[config.mk]
export PLATFORM = sky130hd
export DESIGN_NAME = mult_tile_seq
export DESIGN_NICKNAME = d
export VERILOG_FILES = /design/src/rtl/mult_tile_seq.sv
export SDC_FILE = /design/constraint.sdc
export NUM_CORES = 1
export LEC_CHECK = 0
export CELL_PAD_IN_SITES_DETAIL_PLACEMENT = 2
export CELL_PAD_IN_SITES_GLOBAL_PLACEMENT = 2
export CORE_ASPECT_RATIO = 0.9
export CORE_MARGIN = 5
export CORE_UTILIZATION = 25
export DETAILED_ROUTE_END_ITERATION = 12
export HOLD_SLACK_MARGIN = 0.06
export PLACE_DENSITY_LB_ADDON = 0.1
export SYNTH_ARGS = -nofsm -noshare
export SYNTH_HDL_FRONTEND = slang
export SYNTH_SLANG_ARGS = --single-unit
[constraint.sdc]
create_clock -name clk -period 20.6 [get_ports clk]
set_input_delay 4.12 -clock clk [delete_from_list [all_inputs] [get_ports clk]]
set_output_delay 4.12 -clock clk [all_outputs]
set_load 0.01 [all_outputs]
[src/rtl/mult_tile_seq.sv]
// ---------------------------------------------------------------------------
// mult_tile_seq
//   Sequential matrix-tile multiplier. ROWS rows of M1 are multiplied by COLS
//   columns of M2 using ROWS*COLS parallel MAC lanes, one vector element per
//   cycle over LEN cycles. Each lane keeps a full-precision accumulator; the
//   final result is reduced to DW bits and a per-tile overflow flag is
//   reported.
//
//   Configuration macro: MULT_TILE_SAT_EN
//     defined   -> overflowing lanes clamp to the signed DW-bit range
//     undefined -> overflowing lanes wrap (low DW bits of the accumulator)
//
// Ports
//   clk    in   1             clock, rising edge
//   rst    in   1             synchronous reset, active-high
//   start  in   1             request a new tile (ignored while busy)
//   lin    in   ROWS*LEN*DW   M1 rows, elem k of row r at [(r*LEN+k)*DW +: DW]
//   col    in   COLS*LEN*DW   M2 cols, elem k of col c at [(c*LEN+k)*DW +: DW]
//   busy   out  1             high while the tile is being computed
//   done   out  1             one-cycle pulse, res/ovf valid
//   res    out  ROWS*COLS*DW  result (r,c) at [(r*COLS+c)*DW +: DW]
//   ovf    out  1             OR of per-lane overflow for the last tile
// ---------------------------------------------------------------------------
module mult_tile_seq #(
  parameter int DW   = 8,
  parameter int LEN  = 4,
  parameter int ROWS = 2,
  parameter int COLS = 2
) (
  input  logic                     clk,
  input  logic                     rst,
  input  logic                     start,
  input  logic [ROWS*LEN*DW-1:0]   lin,
  input  logic [COLS*LEN*DW-1:0]   col,
  output logic                     busy,
  output logic                     done,
  output logic [ROWS*COLS*DW-1:0]  res,
  output logic                     ovf
);

  localparam int NL = ROWS * COLS;
  // Wide enough to hold LEN full products without overflow.
  localparam int AW = 2 * DW + $clog2(LEN) + 1;
  localparam int KW = (LEN > 1) ? $clog2(LEN) : 1;
  localparam logic [KW-1:0] K_LAST = KW'(LEN - 1);

  typedef enum logic [1:0] {
    ST_IDLE = 2'd0,
    ST_CALC = 2'd1,
    ST_DONE = 2'd2
  } state_t;

  state_t                    state_q;
  logic [KW-1:0]             k_q;
  logic [ROWS*LEN*DW-1:0]    a_q;
  logic [COLS*LEN*DW-1:0]    b_q;
  logic [AW-1:0]             acc_q [NL];
  logic [NL*DW-1:0]          res_q;
  logic                      ovf_q;
  logic                      busy_q;
  logic                      done_q;

  // Element views of the latched operands, and the element selected by k.
  logic [DW-1:0]             a_el  [ROWS][LEN];
  logic [DW-1:0]             b_el  [COLS][LEN];
  logic [DW-1:0]             a_cur [ROWS];
  logic [DW-1:0]             b_cur [COLS];

  // Per-lane next accumulator value and reduced result.
  logic [AW-1:0]             sum_d [NL];
  logic [NL*DW-1:0]          res_d;
  logic [NL-1:0]             lane_ovf_d;
  logic                      ovf_d;

  genvar gi, gj;

  generate
    for (gi = 0; gi < ROWS; gi++) begin : g_a_row
      for (gj = 0; gj < LEN; gj++) begin : g_a_el
        assign a_el[gi][gj] = a_q[(gi*LEN+gj)*DW +: DW];
      end
      assign a_cur[gi] = a_el[gi][k_q];
    end

    for (gi = 0; gi < COLS; gi++) begin : g_b_col
      for (gj = 0; gj < LEN; gj++) begin : g_b_el
        assign b_el[gi][gj] = b_q[(gi*LEN+gj)*DW +: DW];
      end
      assign b_cur[gi] = b_el[gi][k_q];
    end

    for (gi = 0; gi < ROWS; gi++) begin : g_lane_r
      for (gj = 0; gj < COLS; gj++) begin : g_lane_c
        localparam int L = gi * COLS + gj;
        logic [2*DW-1:0] a_ext;
        logic [2*DW-1:0] b_ext;
        logic [2*DW-1:0] prod;
        logic            fits;
        logic [DW-1:0]   lane_res;

        // Sign-extend to 2*DW so the low 2*DW bits of the product are the
        // exact signed product (it always fits in 2*DW signed bits).
        assign a_ext = {{DW{a_cur[gi][DW-1]}}, a_cur[gi]};
        assign b_ext = {{DW{b_cur[gj][DW-1]}}, b_cur[gj]};
        assign prod  = a_ext * b_ext;
        assign sum_d[L] = acc_q[L] + {{(AW-2*DW){prod[2*DW-1]}}, prod};

        // The value fits in DW signed bits iff bits [AW-1:DW-1] are all equal.
        assign fits = (&sum_d[L][AW-1:DW-1]) | ~(|sum_d[L][AW-1:DW-1]);
        assign lane_ovf_d[L] = ~fits;

`ifdef MULT_TILE_SAT_EN
        assign lane_res = fits ? sum_d[L][DW-1:0]
                        : (sum_d[L][AW-1] ? {1'b1, {(DW-1){1'b0}}}
                                          : {1'b0, {(DW-1){1'b1}}});
`else
        assign lane_res = sum_d[L][DW-1:0];
`endif
        assign res_d[L*DW +: DW] = lane_res;
      end
    end
  endgenerate

  assign ovf_d = |lane_ovf_d;

  // Control FSM and datapath registers. res/ovf are only written on the last
  // CALC cycle so partial sums are never visible.
  always_ff @(posedge clk) begin
    if (rst) begin
      state_q <= ST_IDLE;
      k_q     <= '0;
      a_q     <= '0;
      b_q     <= '0;
      res_q   <= '0;
      ovf_q   <= 1'b0;
      busy_q  <= 1'b0;
      done_q  <= 1'b0;
      for (int i = 0; i < NL; i++) acc_q[i] <= '0;
    end else begin
      done_q <= 1'b0;
      case (state_q)
        ST_IDLE, ST_DONE: begin
          busy_q <= 1'b0;
          if (start) begin
            a_q     <= lin;
            b_q     <= col;
            k_q     <= '0;
            busy_q  <= 1'b1;
            state_q <= ST_CALC;
            for (int i = 0; i < NL; i++) acc_q[i] <= '0;
          end else begin
            state_q <= ST_IDLE;
          end
        end
        ST_CALC: begin
          for (int i = 0; i < NL; i++) acc_q[i] <= sum_d[i];
          if (k_q == K_LAST) begin
            k_q     <= '0;
            res_q   <= res_d;
            ovf_q   <= ovf_d;
            busy_q  <= 1'b0;
            done_q  <= 1'b1;
            state_q <= ST_DONE;
          end else begin
            k_q <= k_q + 1'b1;
          end
        end
        default: begin
          busy_q  <= 1'b0;
          state_q <= ST_IDLE;
        end
      endcase
    end
  end

  assign busy = busy_q;
  assign done = done_q;
  assign res  = res_q;
  assign ovf  = ovf_q;

endmodule
==> run metrics <==
Final HPWL DP=roughly 65000 um; CTS Sinks=242; Hold Path Class=register to register; Final period util=48.39%; drt total wl=83030 um; P_sw=around 920 uW; Synth Flop Type=dfxtp_1; gr usage total=17.17%; Starting DRT DRC Count=666; post-synthesis simple-gate area fraction=17.30%; core box area=0.09078 mm2; Post-CTS Setup Bufs=0; area fraction in compound gates after synthesis=12.64%; clk slew on worst S/H paths=0.06 ns; XOR/XNOR Fraction of Synth Area=slightly above 5%; Starting Density=25.06%; first-pass GRT wire length=around 130000 um; Root Driver=clkbuf_16; TritonCTS buffer count=35; Tmin final=9.968 ns; Yosys warnings=0; standard-cell row count=between 100 and 150; crit start category=register; post-synthesis sequential area ratio=23.80%; Max H-tree Level=2; Worst EP arrival=around 10 ns; post-cts resize count=0; Post-synth EDFFs=57; worst-path maximum fanout=49; Yosys cell types=83; skew final=0.03827 ns; Final Hold Viols=0; P&R area growth vs syn=18.61%; worst ir drop on vdd=0.00006895 V; Critical Path Slowest Stage Cell=o21ai_2; I/O pins=166; Remaining DRCs=0; max-cap viol count=0; gr ovfl total=0; Post-synth ARST share=0%; fmax=about 100 MHz; CTS tree=yes; Pleak=0.01170 uW; post-synthesis mux area share=3.085%; vias=around 19000; area leader, netlist=fa_1; Avg Inst Size Synth=8.386 um2; largest cells by area after synthesis=fa_1, dfxtp_1, ha_1, edfxtp_1, nand2_1; Die Y=296.2 um; port buffer count=between 150 and 200; synthesized flop and latch total=242; internal power=about 1300 uW; final-report max-slew violation count=0; cell count after synthesis=approximately 2700; clk buf depth=3; syn nets=3260; Setup WS post-layout=~11 ns; average wire per standard cell=slightly above 20 um; Top cell by count, worst path=a21oi_1; largest net degree at the start of global routing=96; initial antenna violation count=0; antenna-violating nets left=0; vias in the first global route=21690; cts hold-fix bufs=0; gpl congestion=0.7987; kind of critical path=register to register; Ant. Diodes=0; Max-slew headroom=20.18%; Clk pwr share=between 20% and 30%; Die Area=0.09715 mm2; Worst-Skew Late Latency=0.57 ns; CP peak stage delay=0.86 ns; status=finished clean; CP Capture Type=register; Worst R2R Path Depth=31; Power Dens Cells=between 80 and 90 mW/mm2; Initial DRT Pass Iterations=5; layout cells sized above 1=between 6 and 7%; Total Nets Final=3389; chip width=328.0 um; Net Sw Frac=41.70%; Placement Setup Slack=between 10 and 15 ns; Hold Path Cell Cnt=2; Comb pwr share=a little under half; Synth top area share=about a fifth; Final TNS setup=0 ns; Flop pwr share=25.2%; final setup violation count=0; RSZ-0062 raised after global routing=no; vias per inst=4.642; area share of fa/ha/maj cells after synthesis=30.27%; Tightest Pin Transition=1.197 ns; combinational family with the most area after synthesis=adder cells; Mapped Area=0.02275 mm2; WP data required=21.03 ns
==> cell type report <==
cell class                      instances  area [um2]
Clock inverter                         10       95.09
Fill cell                           10196       63790
Clock buffer                           54        1050
Inverter                              357        1340
Tap cell                             1230        1539
Timing Repair Buffer                  203        1938
Sequential cell                       242        5423
Multi-Input combinational cell       2003       15600
==> state kept, by name, indices dropped and copies added (netlist names) <==
register,count
res,32
acc_q,76
state_q,2
a_q,64
k_q,2
ovf,1
done,1
b_q,64
==> per-stage QoR <==
stage	util (%)	std cells	area [um2]	hold slack, ns	total power, uW
finish	29.73	4099	26990	0.4567	2214
global route	29.73	4099	26990	0.4726	2395
CTS	29.73	4099	26990	0.4595	2266
detailed placement	28.47	4035	25840	0.4511	1621
global placement	28.47	4035	25840	0.4423	1595
floorplan	-	2713	22750	0.4329	1279
==> synthesized netlist by cell type (all sizes together) (16+ instances only) <==
| cell | instances |
|---|---|
| nand2b | 20 |
| a211oi | 16 |
| nor3 | 23 |
| clkbuf | 94 |
| xnor2 | 85 |
| mux2 | 33 |
| mux2i | 33 |
| o21ai | 74 |
| fa | 224 |
| and2 | 28 |
| nand2 | 404 |
| o21a | 23 |
| ha | 192 |
| a21oi | 223 |
| a21o | 34 |
| dfxtp | 185 |
| inv | 357 |
| xor2 | 41 |
| nand3 | 26 |
| buf | 17 |
| nor2b | 21 |
| edfxtp | 57 |
| nor2 | 343 |
==> path summary, 6_finish.rpt <==
check	startpoint	end	slack, ns
min reg2reg	b_q[6]	b_q[6]	0.46
max reg2reg	k_q[0]	ovf	10.63
min	b_q[6]	b_q[6]	0.46
max	k_q[0]	ovf	10.63
==> worst max-delay path, delay by kind of cell (launching register included) <==
family,cells,cell delay [ns]
AO/OA/AOI/OAI,11,3.16
adder cells (fa/ha/maj),6,2.88
AND/OR/NAND/NOR,6,1.54
buffers and inverters,5,0.93
flip-flops,1,0.53
multiplexers,1,0.43
XOR/XNOR,2,0.29
==> per-layer routing <==
metal	share of wire [%]	vias to the layer above	global-route usage [%]
met3	2.6	58	1.992
met2	47	197	29.26
met1	49	9718	24.03
met5	0	-	0
met4	1.3	0	2.634
li1	-	9055	-
==> power groups by stage <==
stage	combinational, uW	sequential [uW]	clock, uW
6_report	1050	558	610
5_1_grt	1180	563	656
4_1_cts	1070	559	639
3_5_place_dp	1050	569	0
3_3_place_gp	1030	568	0
2_1_floorplan	722	557	0
==> cells in the final DEF, fill, tap and decap left out, types with 15 or more instances in the layout <==
cell / instances
dfxtp_1: 183
nor3_1: 23
ha_1: 192
nand2_1: 403
a21o_1: 33
inv_1: 357
a21oi_1: 219
mux2_2: 33
mux2i_1: 33
fa_1: 224
nand2b_1: 17
o21ai_1: 26
edfxtp_1: 57
nor2_1: 341
clkdlybuf4s50_1: 164
xor2_1: 41
o21ai_0: 41
o21a_1: 23
clkbuf_16: 37
xnor2_1: 85
a211oi_1: 15
nor2b_1: 20
and2_1: 26
buf_4: 38
nand3_1: 26
==> cells by family (layout without fill, tap and decap cells) <==
kind of cell / after synthesis / count (layout)
simple gates: 929 / 929
flops: 242 / 242
xor+xnor: 128 / 128
buf+inv: 468 / 624
compound gates: 464 / 464
fa+ha+maj: 416 / 416
mux: 66 / 66
(Power assumes the default switching activity.)
